$ cat src/rtl/fetch_controller.sv
// fetch_controller: loads instruction memory in IDLE, then streams fetched words with pc out a valid/ready port.
module fetch_controller #(
  parameter logic [31:0] RESET_PC = 32'h00000000,
  parameter int MEM_WORDS = 64
) (
  input  logic clk,
  input  logic reset,
  input  logic start,
  input  logic stop,
  input  logic load_we,
  input  logic [31:0] load_addr,
  input  logic [31:0] load_data,
  output logic [$clog2(MEM_WORDS)-1:0] mem_addr,
  output logic mem_we,
  output logic [31:0] mem_wdata,
  input  logic [31:0] mem_rdata,
  input  logic redirect_valid,
  input  logic [31:0] redirect_target,
  output logic out_valid,
  input  logic out_ready,
  output logic [31:0] out_instr,
  output logic [31:0] out_pc,
  output logic busy,
  output logic fault
);
  localparam int AW = $clog2(MEM_WORDS);
  localparam logic [31:0] LIMIT = 32'(4 * MEM_WORDS);
  typedef enum logic [1:0] {IDLE, RUN, FAULT} state_t;
  state_t state;
  logic [31:0] pc;
  function automatic logic legal(input logic [31:0] a);
    return (a[1:0] == 2'b00) && (a < LIMIT);
  endfunction
  always_comb begin
    mem_addr = (state == IDLE) ? load_addr[AW+1:2] : pc[AW+1:2];
    mem_we = (state == IDLE) && load_we && legal(load_addr);
    mem_wdata = load_data;
  end
  assign busy = (state != IDLE);
  always_ff @(posedge clk) begin
    if (reset) begin
      state <= IDLE;
      pc <= RESET_PC;
      out_valid <= 1'b0;
      out_instr <= 32'h0;
      out_pc <= 32'h0;
      fault <= 1'b0;
    end else begin
      case (state)
        IDLE: begin
          out_valid <= 1'b0;
          if (load_we && !legal(load_addr)) fault <= 1'b1;
          if (start) state <= RUN;
        end
        RUN: begin
          if (stop) begin
            state <= IDLE;
            out_valid <= 1'b0;
          end else if (redirect_valid) begin
            out_valid <= 1'b0;
            if (legal(redirect_target)) pc <= redirect_target;
            else begin
              state <= FAULT;
              fault <= 1'b1;
            end
          end else if (!out_valid || out_ready) begin
            // Range check precedes the fetch so a wrapped or runaway pc never reaches memory.
            if (pc >= LIMIT) begin
              state <= FAULT;
              fault <= 1'b1;
              out_valid <= 1'b0;
            end else begin
              out_instr <= mem_rdata;
              out_pc <= pc;
              out_valid <= 1'b1;
              pc <= pc + 32'd4;
            end
          end
        end
        default: begin
          out_valid <= 1'b0;
          fault <= 1'b1;
        end
      endcase
    end
  end
endmodule

$ cat config.mk
export PLATFORM = sky130hd
export DESIGN_NAME = fetch_controller
export DESIGN_NICKNAME = d
export VERILOG_FILES = /design/src/rtl/fetch_controller.sv
export SDC_FILE = /design/constraint.sdc
export NUM_CORES = 1
export LEC_CHECK = 0
export CORE_UTILIZATION = 40
export DETAILED_ROUTE_END_ITERATION = 8
export HOLD_SLACK_MARGIN = 0.05
export PLACE_DENSITY_LB_ADDON = 0.15
export SLEW_MARGIN = 20
export SYNTH_ARGS = -nofsm -noshare
export SYNTH_HDL_FRONTEND = slang
export SYNTH_SLANG_ARGS = --single-unit
$ cat constraint.sdc
create_clock -name clk -period 4.2 [get_ports clk]
set_clock_uncertainty 0.1 [all_clocks]
set_input_delay 0.84 -clock clk [delete_from_list [all_inputs] [get_ports clk]]
set_output_delay 0.84 -clock clk [all_outputs]
set_load 0.02 [all_outputs]
**Yosys cells after proc, flatten, opt, wreduce, memory -nomap -nowiden**

Index checks and enable logic that the tools add are counted.

- Register bits: 100
- Bits of input ports: 135
- Output and inout port bits: 106

- Add/sub/neg operators: 1
- Magnitude comparators: 3
- Equality and inequality tests: 12
- Multiplexer cells: 20
- Bitwise gates (word level): 4
- Reductions and logical operators: 19

Operators with widths:

| kind | number |
|---|---|
| 32-bit 2-to-1 mux | 4 |
| 32-bit by 9-bit < comparator with 1-bit output (second input constant) | 2 |
| 32-bit by 3-bit adder with 32-bit output (second input constant) | 1 |
| 32-bit by 9-bit >= comparator with 1-bit output (second input constant) | 1 |
| 5-bit AND reduction | 4 |
| 2-bit 2-to-1 mux | 6 |
| 4-bit inequality test (second input constant) | 3 |
| 3-bit inequality test (second input constant) | 3 |
| 1-bit 2-to-1 mux | 7 |
| 2-bit logical NOT | 3 |
| 6-bit 2-to-1 mux | 1 |
| 2-bit inequality test (second input constant) | 3 |
| 2-bit nonzero test | 3 |
| 1-bit logical AND | 5 |
| 2-bit by 1-bit inequality test with 1-bit output (second input constant) | 2 |
| 1-bit NOT | 4 |
| 2-bit case mux with 2 select lines | 1 |
| 4-bit OR reduction | 1 |
| 2-bit by 1-bit == test with 1-bit output (second input constant) | 1 |
| 1-bit logical NOT | 2 |
| 1-bit case mux with 2 select lines | 1 |
| 1-bit logical OR | 1 |

**Logic depth before layout (Yosys ltp)**

- Depth in word-level cells: 6
- Depth in mapped cells: 9

**Worst setup path before layout**

No wires, ideal clock.

- Kind: input port to output port
- From: input load_addr[1]
- To: output mem_we
- Arrival time: 1.593 ns
- Required time: 3.260 ns
- Setup slack: 1.667 ns
- Stages on the path: 4
- Path buffers: 0
- Cells stage by stage: nor4_1 -> nand4_1 -> nor2_1 -> and3_1

- Word-level cells in the longest chain between the ends: 3
- Elaborated cells between the ends (all ways): 4
- Classes of those cells: order compare: 1; reduce/logical: 3

Ends and longest elaborated chain:

| item | RTL line | RTL |
|---|---|---|
| start, declared | 11 | `input logic [31:0] load_addr,` |
| 32-bit by 9-bit < comparator with 1-bit output or 2-bit logical NOT (tied branches) | 32 | `return (a[1:0] == 2'b00) && (a < LIMIT);` |
| 1-bit logical AND * | 32 |  |
| 1-bit logical AND * | 36 | `mem_we = (state == IDLE) && load_we && legal(load_addr);` |
| end, declared | 14 | `output logic mem_we,` |

Mark *: on every way between the ends. The rest lies on a longest branch, timed or not.

**Worst setup path after layout**

- From: input load_addr[30]
- To: output mem_we

- Word-level cells in the longest chain between the ends: 3

Ends and longest elaborated chain:

| item | RTL line |
|---|---|
| 32-bit by 9-bit < comparator with 1-bit output | 32 |
| 1-bit logical AND | 32 |
| 1-bit logical AND | 36 |

Every way passes these cells.

==> impl_metrics.sql <==
INSERT INTO impl_metrics (metric_group, metric, value, unit) VALUES
('status', 'outcome', 'completed', ''),
('synth', 'synthesis.instances', '435', ''),
('critical_path', 'critPathMostFrequentCell', 'clkdlybuf4s50_1', ''),
('clock_network', 'count_of_hold_buffers_inserted_by_post_cts_repair', '0', ''),
('routing', 'routed_wire_length_per_instance', '14.19', 'µm'),
('critical_path', 'crit_cells', '6', ''),
('timing', 'period_minus_slack', '3.539', 'ns'),
('floorplanning', 'ios', '241', ''),
('cells_and_area', 'syn_to_final_growth', '42.72', '%'),
('placed_design', 'placement.io_buffers', '176', ''),
('global_route', 'grt_overflow', '0', ''),
('power_and_ir_drop', 'totalPowerFinal', '1777', 'µW'),
('timing', 'setup_viol_count_final', '0', ''),
('floorplanning', 'rows', '36', ''),
('timing', 'timing.final.hold_violations', '0', ''),
('synth', 'synth_nets', '572', ''),
('clock_network', 'cts_made_buffers', '9', ''),
('timing', 'slew_viol_final', '0', ''),
('clock_network', 'worst_skew_pair.late_latency', '0.36', 'ns'),
('synth', 'netlist-cell-type-count', '43', ''),
('floorplanning', 'die-width', '103.5', 'µm'),
('cells_and_area', 'mostFrequentLayoutCells', 'clkdlybuf4s50_1 (175), dfxtp_1 (100), nand2_1 (60)', ''),
('floorplanning', 'die-area', '10720', 'µm²'),
('routing', 'drc_errors_left', '0', ''),
('clock_network', 'cts.reportedPaths.clkPinSlew', '0.09', 'ns'),
('timing', 'slew_headroom', '43.01', '%'),
('critical_path', 'worstSetupStartpoint', 'load_addr[30]', ''),
('placed_design', 'gp_routability_congestion', '0.7655', ''),
('timing', 'grt_setup_unrepaired', 'no', ''),
('timing', 'fin_crit_sh', '84.26', '%'),
('critical_path', 'startpoint_type', 'input pin', ''),
('clock_network', 'clock_tree.htree_level_count', '3', ''),
('critical_path', 'crit_chain', 'clkdlybuf4s50_1, nor4_1, nand4_1, nor2_1, and3_1, clkdlybuf4s50_1', ''),
('min_path', 'worst_hold_path.num_cells', '2', ''),
('flow_run', 'drv.max_cap_violation_count', '0', ''),
('synth', 'yosys_register_bits', '100', ''),
('timing', 'timing.fmax', '282.6', 'MHz'),
('clock_network', 'clk_root_buffer_cell', 'clkbuf_8', ''),
('power_and_ir_drop', 'power.ir.vdd_worst', '0.2040', 'mV'),
('critical_path', 'worstSetupPathType', 'in2out', ''),
('timing', 'final_critical_path_setup_slack', '0.6611', 'ns'),
('clock_network', 'number_of_setup_buffers_added_after_cts', '0', ''),
('routing', 'drt.antenna.violating_nets', '0', ''),
('floorplanning', 'floorplan.core_area', '9864', 'µm²'),
('placed_design', 'pre_cts_ws', '0.6299', 'ns'),
('clock_network', 'ctsLongestPathBuffers', '2', ''),
('power_and_ir_drop', 'power_per_cell_area', '302.0', 'nW/µm²'),
('routing', 'violation_count_after_the_first_detailed_routing_iteration', '95', ''),
('routing', 'drt_first_pass_iters', '4', ''),
('min_path', 'startpoint_of_the_most_critical_hold_path', 'pc[1]', ''),
('cells_and_area', 'fin_nets', '706', ''),
('global_route', 'via_count_of_the_first_global_routing_pass', '3450', ''),
('critical_path', 'data_required_critical_path', '3.26', 'ns'),
('critical_path', 'worst-path-buf-inv', '2', ''),
('critical_path', 'crit_arrival', '2.60', 'ns'),
('clock_network', 'tritoncts_clock_tree', 'built', ''),
('global_route', 'grt_usage', '18.86', '%'),
('synth', 'avgSynthCellArea', '9.480', 'µm²'),
('clock_network', 'cts_num_sinks', '100', ''),
('critical_path', 'critical_path.slowest_cell', 'clkdlybuf4s50_1', ''),
('clock_network', 'postCtsResizedCells', '0', ''),
('synth', 'syn-cell-area', '4124', 'µm²'),
('synth', 'synth_sequential_area_ratio', '48.54', '%'),
('timing', 'timing_worst_slew_pin_value', '0.8492', 'ns'),
('power_and_ir_drop', 'p_leak', '0.002162', 'µW'),
('critical_path', 'critical_path.top_delay_family', 'buffers and inverters', ''),
('routing', 'vias', '3421', ''),
('cells_and_area', 'layout.cells.most_common', 'clkdlybuf4s50_1', ''),
('placed_design', 'post-dp-hpwl', '7.199', 'mm'),
('min_path', 'min-delay-path-class', 'reg2reg', ''),
('critical_path', 'timing.critical_path.slowest_cell_delay', '0.60', 'ns');
cells in the mapped netlist (all sizes together):
cell type  number  share of area, %
dfxtp         100                49
nand2          90                10
a21oi          45               8.9
buf            40               8.0
and2           26               3.9
and3           26               3.9
clkbuf         18               1.6
nor4           17               2.9
nor2           14               1.4
o21ai          10               1.2
nand3           7              0.97
nand4           5              0.91
inv             4              0.36
mux2            4               1.1
mux2i           3              0.73
nor2b           3              0.46
nor3            3              0.36
o31ai           3              0.55
or2             3              0.46
ha              2              0.61
a221oi          1              0.21
a22oi           1              0.18
a311oi          1              0.36
and2b           1              0.18
nand2b          1              0.15
nor4b           1              0.58
o211a           1              0.24
o21a            1              0.18
o21ba           1              0.24
o221a           1              0.27
o2bb2ai         1              0.21
or3             1              0.15
per-layer routing:
| metal | track usage [%] | vias up | wire length [µm] |
|---|---|---|---|
| met5 | 0 | - | 0 |
| met4 | 9.938 | 0 | 240 |
| met3 | 6.419 | 29 | 760 |
| met2 | 31.54 | 127 | 4862 |
| met1 | 21.19 | 1573 | 4166 |
| li1 | - | 1692 | - |
worst register-to-register path, delay by kind of cell, from the launching register on:
kind            cells  cell delay, ns
simple gates        4            0.87
flops               1            0.32
compound gates      2            0.74
power by group:
part / switching [µW] / internal (µW) / total [µW]
Sequential: 8.29 / 958 / 967
Combinational: 94.2 / 134 / 229
Clock: 341 / 241 / 582
sequential cells by signal (all words and copies together), names as in the netlist:
register   cells
out_instr     32
out_pc        32
pc            32
state          2
fault          1
out_valid      1
cell type report:
cell class,instances,area (µm²)
Fill cell,832,3979
Timing Repair Buffer,181,1807
Tap cell,133,166.4
Inverter,4,15.01
Multi-Input combinational cell,273,1709
Clock inverter,5,45.04
Sequential cell,100,2002
Clock buffer,11,141.4
final timing paths:
path	to	slack (ns)
setup / recovery	mem_we	0.66
hold / removal	out_pc[1]	0.36
setup reg to reg	pc[16]	2.08
hold reg to reg	out_pc[1]	0.36
cell families after synthesis:
group,synth area share [%]
AO/OA/AOI/OAI,12.59
adder cells (fa/ha/maj),0.6067
buffers and inverters,10.04
flip-flops,48.54
multiplexers,1.820
AND/OR/NAND/NOR,26.40
stage by stage:
stage	instances	hold WS [ns]	util [%]	instance area (µm²)
floorplan	435	0.3254	-	4124
global placement	691	0.3425	57.78	5699
detailed placement	691	0.3457	57.78	5699
CTS	707	0.3577	59.67	5886
global route	707	0.3686	59.67	5886
finish	707	0.3573	59.67	5886
Note: power is estimated with default switching activity, not from simulation.
